File: config.mk
export PLATFORM = sky130hd
export DESIGN_NAME = dmem_arbiter
export DESIGN_NICKNAME = d
export VERILOG_FILES = /design/src/rtl/dmem_arbiter.sv
export SDC_FILE = /design/constraint.sdc
export NUM_CORES = 1
export LEC_CHECK = 0
export ABC_CLOCK_PERIOD_IN_PS = 1700
export BUFFER_PORTS_ARGS = -buffer_cell sky130_fd_sc_hd__buf_2
export CAP_MARGIN = 20
export CORE_AREA = 5 5 116 118
export DETAILED_ROUTE_END_ITERATION = 6
export DIE_AREA = 0 0 121 123
export GPL_TIMING_DRIVEN = 0
export PLACE_DENSITY = 0.51
export RECOVER_POWER = 25
export SLEW_MARGIN = 10
export SYNTH_ARGS = -nofsm -noshare
export SYNTH_HDL_FRONTEND = slang
export SYNTH_SLANG_ARGS = --single-unit
export TNS_END_PERCENT = 100
File: constraint.sdc
create_clock -name clk -period 1.7 [get_ports clk]
set_input_delay 0.085 -clock clk [delete_from_list [all_inputs] [get_ports clk]]
set_output_delay 0.085 -clock clk [all_outputs]
set_load 0.1 [all_outputs]
File: src/rtl/dmem_arbiter.sv
// dmem_arbiter
//
// Shares the single data-memory port between the CPU load/store path and an
// external host port (boot-time loading and runtime debug access).
//
// Policy:
//   - The CPU has priority; the host is granted whenever the CPU is idle.
//   - A starvation counter forces a host grant once the host has been denied
//     MAX_WAIT consecutive cycles. The CPU is stalled on that cycle.
//   - While reset is high only host writes are granted (boot load). CPU
//     accesses never reach memory, and host reads wait for reset release.
//
// Ports:
//   clk, reset                  system clock, synchronous active-high reset
//   cpu_req/we/funct3/addr/wdata CPU access request and operands
//   cpu_rdata                   load data to CPU (combinational copy of mem_rdata)
//   cpu_stall                   CPU must hold its access and retry next cycle
//   host_req/we/addr/wdata      host request, held stable until host_gnt
//   host_gnt                    host access performed this cycle
//   host_rdata, host_rvalid     registered host read data, 1-cycle valid pulse
//   mem_we/funct3/addr/wdata    data_mem request
//   mem_rdata                   data_mem combinational read data

module dmem_arbiter #(
  parameter int unsigned MAX_WAIT = 4  // legal range 1..15
) (
  input  logic        clk,
  input  logic        reset,

  input  logic        cpu_req,
  input  logic        cpu_we,
  input  logic [2:0]  cpu_funct3,
  input  logic [31:0] cpu_addr,
  input  logic [31:0] cpu_wdata,
  output logic [31:0] cpu_rdata,
  output logic        cpu_stall,

  input  logic        host_req,
  input  logic        host_we,
  input  logic [31:0] host_addr,
  input  logic [31:0] host_wdata,
  output logic        host_gnt,
  output logic [31:0] host_rdata,
  output logic        host_rvalid,

  output logic        mem_we,
  output logic [2:0]  mem_funct3,
  output logic [31:0] mem_addr,
  output logic [31:0] mem_wdata,
  input  logic [31:0] mem_rdata
);

  localparam logic [3:0] MaxWait   = 4'(MAX_WAIT);
  localparam logic [2:0] Funct3Word = 3'b010;

  logic [3:0] wait_cnt;
  logic       forced;
  logic       host_rd_gnt;

  // ---------------------------------------------------------------------------
  // Grant logic
  // ---------------------------------------------------------------------------
  assign forced = (wait_cnt == MaxWait);

  always_comb begin
    host_gnt  = 1'b0;
    cpu_stall = 1'b0;
    if (reset) begin
      // Boot load: only host writes go through; CPU is held off memory but
      // not stalled, since it is itself in reset.
      host_gnt  = host_req & host_we;
      cpu_stall = 1'b0;
    end else begin
      host_gnt  = host_req & (~cpu_req | forced);
      cpu_stall = cpu_req & host_gnt;
    end
  end

  assign host_rd_gnt = host_gnt & ~host_we;

  // ---------------------------------------------------------------------------
  // Memory mux
  // ---------------------------------------------------------------------------
  always_comb begin
    mem_we     = cpu_req & cpu_we & ~reset;
    mem_funct3 = cpu_funct3;
    mem_addr   = cpu_addr;
    mem_wdata  = cpu_wdata;
    if (host_gnt) begin
      // Host accesses are always full word.
      mem_we     = host_we;
      mem_funct3 = Funct3Word;
      mem_addr   = host_addr;
      mem_wdata  = host_wdata;
    end
  end

  // The CPU ignores this while stalled.
  assign cpu_rdata = mem_rdata;

  // ---------------------------------------------------------------------------
  // State: starvation counter and host read return
  // ---------------------------------------------------------------------------
  always_ff @(posedge clk) begin
    if (reset) begin
      wait_cnt    <= 4'd0;
      host_rdata  <= 32'd0;
      host_rvalid <= 1'b0;
    end else begin
      // Clearing after any grant guarantees the CPU wins the next MAX_WAIT
      // contended cycles, so forced stalls are never back to back.
      if (host_gnt || !host_req) begin
        wait_cnt <= 4'd0;
      end else if (!forced) begin
        wait_cnt <= wait_cnt + 4'd1;
      end

      host_rvalid <= host_rd_gnt;
      if (host_rd_gnt) begin
        host_rdata <= mem_rdata;
      end
    end
  end

endmodule

==> results of run 1 <==
cell usage after synthesis, types with 4 or more instances:
cell / instances / share of area, %
nor2_1: 5 / 0.81
a22o_1: 25 / 9.5
buf_4: 34 / 11
buf_2: 5 / 1.1
a22o_2: 7 / 3.0
dfxtp_1: 37 / 32
inv_1: 6 / 0.98
mux2_1: 5 / 2.4
buf_6: 4 / 2.0
mux2_2: 59 / 29
state kept, by name (all words and copies together) (netlist names):
register	count
host_rdata	32
host_rvalid	1
wait_cnt	4
layer usage:
layer / track usage (%) / part of all wire [%] / vias up
li1: - / - / 1392
met1: 16.9 / 37 / 1301
met2: 25.5 / 52 / 161
met3: 4.67 / 9.7 / 11
met4: 3.97 / 1.6 / 0
met5: 0 / 0 / -
path summary, 6_finish.rpt:
path / from / end / slack [ps] / cells after the start
worst min-delay path: mem_rdata[30] / host_rdata[30] / 30 / 2
worst max-delay path: wait_cnt[1] / mem_addr[28] / -580 / 9
worst max register to register: wait_cnt[1] / host_rdata[20] / -290 / 8
worst min register to register: host_rdata[13] / host_rdata[13] / 470 / 1
kinds of logic (layout without fill, tap and decap cells):
kind of cell / count (synthesis) / count (layout) / share of synthesized area, %
xor gates and xnor gates: 1 / 1 / 0.380
buffers and inverters: 51 / 384 / 15.4
and+or+nand+nor: 16 / 16 / 3.80
muxes: 65 / 65 / 31.7
AOI/OAI and AO/OA: 38 / 38 / 15.5
DFF: 37 / 37 / 32.1
adders and majority gates: 2 / 2 / 1.09
layout make-up:
cell class	instances	area (sq um)	share of cell area (%)
Multi-Input combinational cell	122	1430	26.5
Clock inverter	1	30.0	0.559
Clock buffer	7	143	2.65
Sequential cell	37	743	13.8
Buffer	44	384	7.15
Inverter	6	26.3	0.489
Tap cell	172	215	4.00
Timing Repair Buffer	326	2410	44.8
per-stage QoR:
stage | setup WS, ps | area, sq um | utilization, % | power, mW
3_5_place_dp | -482 | 4220 | 34.2 | 3.41
2_1_floorplan | -161 | 2490 | - | 2.93
5_1_grt | -679 | 5370 | 43.5 | 5.04
4_1_cts | -603 | 5120 | 41.4 | 4.81
3_3_place_gp | -451 | 4220 | 34.2 | 3.40
6_report | -581 | 5370 | 43.5 | 4.88
worst max-delay path, cell delays in order (launching register included):
cell and delay [ps]:
dfxtp_2 340, inv_2 40, ha_4 150, and3b_2 220
o221ai_4 260, buf_6 170, buf_12 120, clkbuf_16 140
mux2_4 310, buf_12 170
power breakdown:
part           internal (mW)  leakage (nW)  switching [mW]
Clock                  0.732        0.0841           0.341
Sequential             0.903         0.302          0.0176
Combinational          0.893          2.49            2.00
repair_timing:
item / in CTS / in global routing
resized for setup: 171 / 66
endpoints found under the setup margin: 103 / 103
pin swaps: 2 / 3
cloned: 2 / 1
buffers inserted: 15 / 7
==> impl_metrics.toml, run 1 <==
[outcome]
status = "finished with violations"
violations = "setup timing"

[floorplan]
core_area_sq_um = 12400
die_x_um = 121
start_util_pct = 18.7
chipHeight_um = 123
pin_count = 304
die-area_sq_um = 14900
std_cell_rows = 41

[synth]
yosysSeqAreaShare_pct = 32.1
netlist_area_sq_um = 2310
syn_area_per_cell_sq_um = 11.0
synthFlopType = "dfxtp_1"
synth_cell_types = 26
synth_seq_cells = 37
synth.net_count = 381
postSynthCellCount = 210
synth_edf_count = 0
async_reset_ff_share_pct = 0
yosys_warnings = 0

[setup_path]
worstSetupEndpointType = "output pin"
crit_required_ps = 1620
start_kind = "flip-flop"
crit_type = "reg2out"
arrival_ps = 2200
crit_fanout = 6

[timing]
worst_slack_ps = -581
worstMarginPinSlew_ps = 1170
setup_violations = 100
finClkSkew_ps = 6.71
hold_viol_final = 0
relSlewSlack_pct = 22.0
slew_violations = 0
grt_setup_unrepaired = "true"
finalSetupTns_ps = -43560
worst_hold_slack_ps = 30.5
fin_crit_sh_pct = 134
fmax_mhz = 438
fin_crit_ps = 2280

[cells_and_area]
fill_cells = 1171
nets = 713
area_delta_synth_final_pct = 133
final_common_cell = "buf_2"
n_antenna_cell = 0
drive_above_1_share_pct = 82.3
final_cell_mix = "217 x buf_2, 50 x buf_6, 45 x mux2_4, 45 x buf_4, 35 x dfxtp_1"
layoutNonFillerInstCount = 715

[clock_tree]
clk_latency_ps = 280
cts.path.max_buffers = 2
cts.sinks = 37
cts-buffers-inserted = 5
postCtsHoldBufs = 0
path_clk_slew_ps = 60
h-tree-depth = 2
cts_tree = "done"
root_buffer = "clkbuf_16"

[placement]
place_congestion = 0.790
port_buffers = 303
place_inst = 685
hpwl_um = 9880

[drt]
ant_nets = 0
routed_wl_um = 12200
wl_per_cell_um = 17.1
remaining_drc_errors = 0
drt-pass1-iter-count = 4
via_count = 2865
initialDrtViolationCount = 78
vias_per_cell = 4.01

[power]
ir_worst_vdd_uv = 471
total_leakage_power_nw = 2.87
power.density_nw_per_um2 = 909

[min_path]
hold_path.class = "in2reg"

[flow_run]
cap_viol_max_count = 0

[global_route]
first_global_vias = 2987
grt_start_max_net_pins = 12
antenna_found_initial = 0
grt-ovfl-total = 0
grt_use_total_pct = 14.5
grt_pass1_wl_um = 16800
No activity file was read; power rests on OpenSTA's default activity.
==> run 2: changes to the inputs <==
--- a/config.mk
+++ b/config.mk
@@ -5,12 +5,12 @@
 export SDC_FILE = /design/constraint.sdc
 export NUM_CORES = 1
 export LEC_CHECK = 0
-export ABC_CLOCK_PERIOD_IN_PS = 1700
+export ABC_CLOCK_PERIOD_IN_PS = 2700
 export BUFFER_PORTS_ARGS = -buffer_cell sky130_fd_sc_hd__buf_2
 export CAP_MARGIN = 20
-export CORE_AREA = 5 5 116 118
+export CORE_AREA = 5 5 114 116
 export DETAILED_ROUTE_END_ITERATION = 6
-export DIE_AREA = 0 0 121 123
+export DIE_AREA = 0 0 119 121
 export GPL_TIMING_DRIVEN = 0
 export PLACE_DENSITY = 0.51
 export RECOVER_POWER = 25
==> constraint.sdc (replaced) <==
create_clock -name clk -period 2.7 [get_ports clk]
set_input_delay 0.135 -clock clk [delete_from_list [all_inputs] [get_ports clk]]
set_output_delay 0.135 -clock clk [all_outputs]
set_load 0.1 [all_outputs]
==> impl_metrics.toml, run 2 (synthesis results as in run 1) <==
[outcome]
status = "finished, final reports clean"

[timing]
hold_viol_final = 0
slew_violations = 0
fin_crit_sh_pct = 94.6
fin_crit_ps = 2550
fmax_mhz = 392
worst_hold_slack_ps = 84.9
worstMarginPinSlew_ps = 1190
grt_setup_unrepaired = "false"
finalSetupTns_ps = 0
relSlewSlack_pct = 21.0
worst_slack_ps = 147
setup_violations = 0
finClkSkew_ps = 2.23

[min_path]
hold_path.class = "in2reg"

[power]
ir_worst_vdd_uv = 261
p_int_mw = 1.31
total_leakage_power_nw = 2.17
swShare_pct = 51.9
seq_power_share_pct = 21.3
switchingPower_mw = 1.41
clock_power_share_pct = 24.2
total_power_mw = 2.72
power.density_nw_per_um2 = 656
p_comb_share_pct = 54.5

[clock_tree]
clk_latency_ps = 270
path_clk_slew_ps = 60
cts.sinks = 37
cts.path.max_buffers = 2
root_buffer = "clkbuf_16"
cts_tree = "done"
cts-buffers-inserted = 5
cts_resized = 0
postCtsHoldBufs = 0
post_cts_buffers = 0
h-tree-depth = 2

[drt]
routed_wl_um = 9960
remaining_drc_errors = 0
via_count = 2721
wl_per_cell_um = 14.9
drt-pass1-iter-count = 4
ant_nets = 0
vias_per_cell = 4.07
initialDrtViolationCount = 82

[floorplan]
pin_count = 304
die_x_um = 119
std_cell_rows = 40
chipHeight_um = 121
core_area_sq_um = 11800
die-area_sq_um = 14400
start_util_pct = 19.5

[global_route]
grt_use_total_pct = 12.1
first_global_vias = 2739
antenna_found_initial = 0
grt_start_max_net_pins = 13
grt_pass1_wl_um = 14300
grt-ovfl-total = 0

[setup_path]
crit_fanout = 10
arrival_ps = 2420
start_kind = "flip-flop"
crit_required_ps = 2570
worstSetupEndpointType = "output pin"
crit_type = "reg2out"

[cells_and_area]
final_common_cell = "buf_2"
layoutNonFillerInstCount = 668
area_delta_synth_final_pct = 79.7
largest_register_ffs = 32
reg_top3 = "host_rdata x32, wait_cnt x4, host_rvalid x1"
design_area_sq_um = 4140
final_cell_mix = "262 x buf_2, 59 x mux2_2, 46 x clkbuf_1, 37 x dfxtp_1, 33 x buf_4"
nets = 691
n_antenna_cell = 0
drive_above_1_share_pct = 72.7
final_util_pct = 35.1
top_register = "host_rdata"

[placement]
port_buffers = 303
hpwl_um = 8750
dpl_worst_slack_ps = 312
place_congestion = 0.810
placed_cell_area_sq_um = 4010
place_inst = 660

[flow_run]
cap_viol_max_count = 0
run 2: worst max-delay path, cell delays in order, from the launching register on:
cell      delay (ps)
dfxtp_1          370
inv_1             60
ha_1             220
and3b_2          260
o221ai_4         220
buf_6            190
buf_4            180
mux2_2           340
buf_2            290
run 2: worst paths after layout:
check,depth (start not counted),slack (ps),startpoint,end
worst max-delay path,8,150,wait_cnt[0],mem_addr[27]
worst min-delay path,2,80,mem_rdata[21],host_rdata[21]
worst max register to register,6,550,wait_cnt[0],host_rdata[15]
worst min register to register,1,470,wait_cnt[0],wait_cnt[0]
run 2: power groups by stage:
| stage | combinational (mW) | clock [mW] | sequential [mW] |
|---|---|---|---|
| CTS | 1.49 | 0.675 | 0.579 |
| global placement | 1.49 | 0 | 0.590 |
| finish | 1.48 | 0.659 | 0.579 |
| global route | 1.53 | 0.706 | 0.582 |
| detailed placement | 1.49 | 0 | 0.590 |
| floorplan | 1.05 | 0 | 0.743 |
run 2: layout make-up:
type | instances | area, sq um
clock buffers | 6 | 129
inverters | 6 | 22.5
fillers | 1258 | 7670
multi-input cells | 122 | 1220
repair buffers | 303 | 1470
flip-flops and latches | 37 | 741
clock inverters | 2 | 38.8
well taps | 147 | 184
plain buffers | 45 | 337
run 2: routing by layer:
layer,vias up,GRT usage (%),wire length [um]
met5,-,0,0
met4,0,2.68,107
met3,8,4.20,888
met2,146,21.8,5160
met1,1215,13.7,3800
li1,1352,-,-
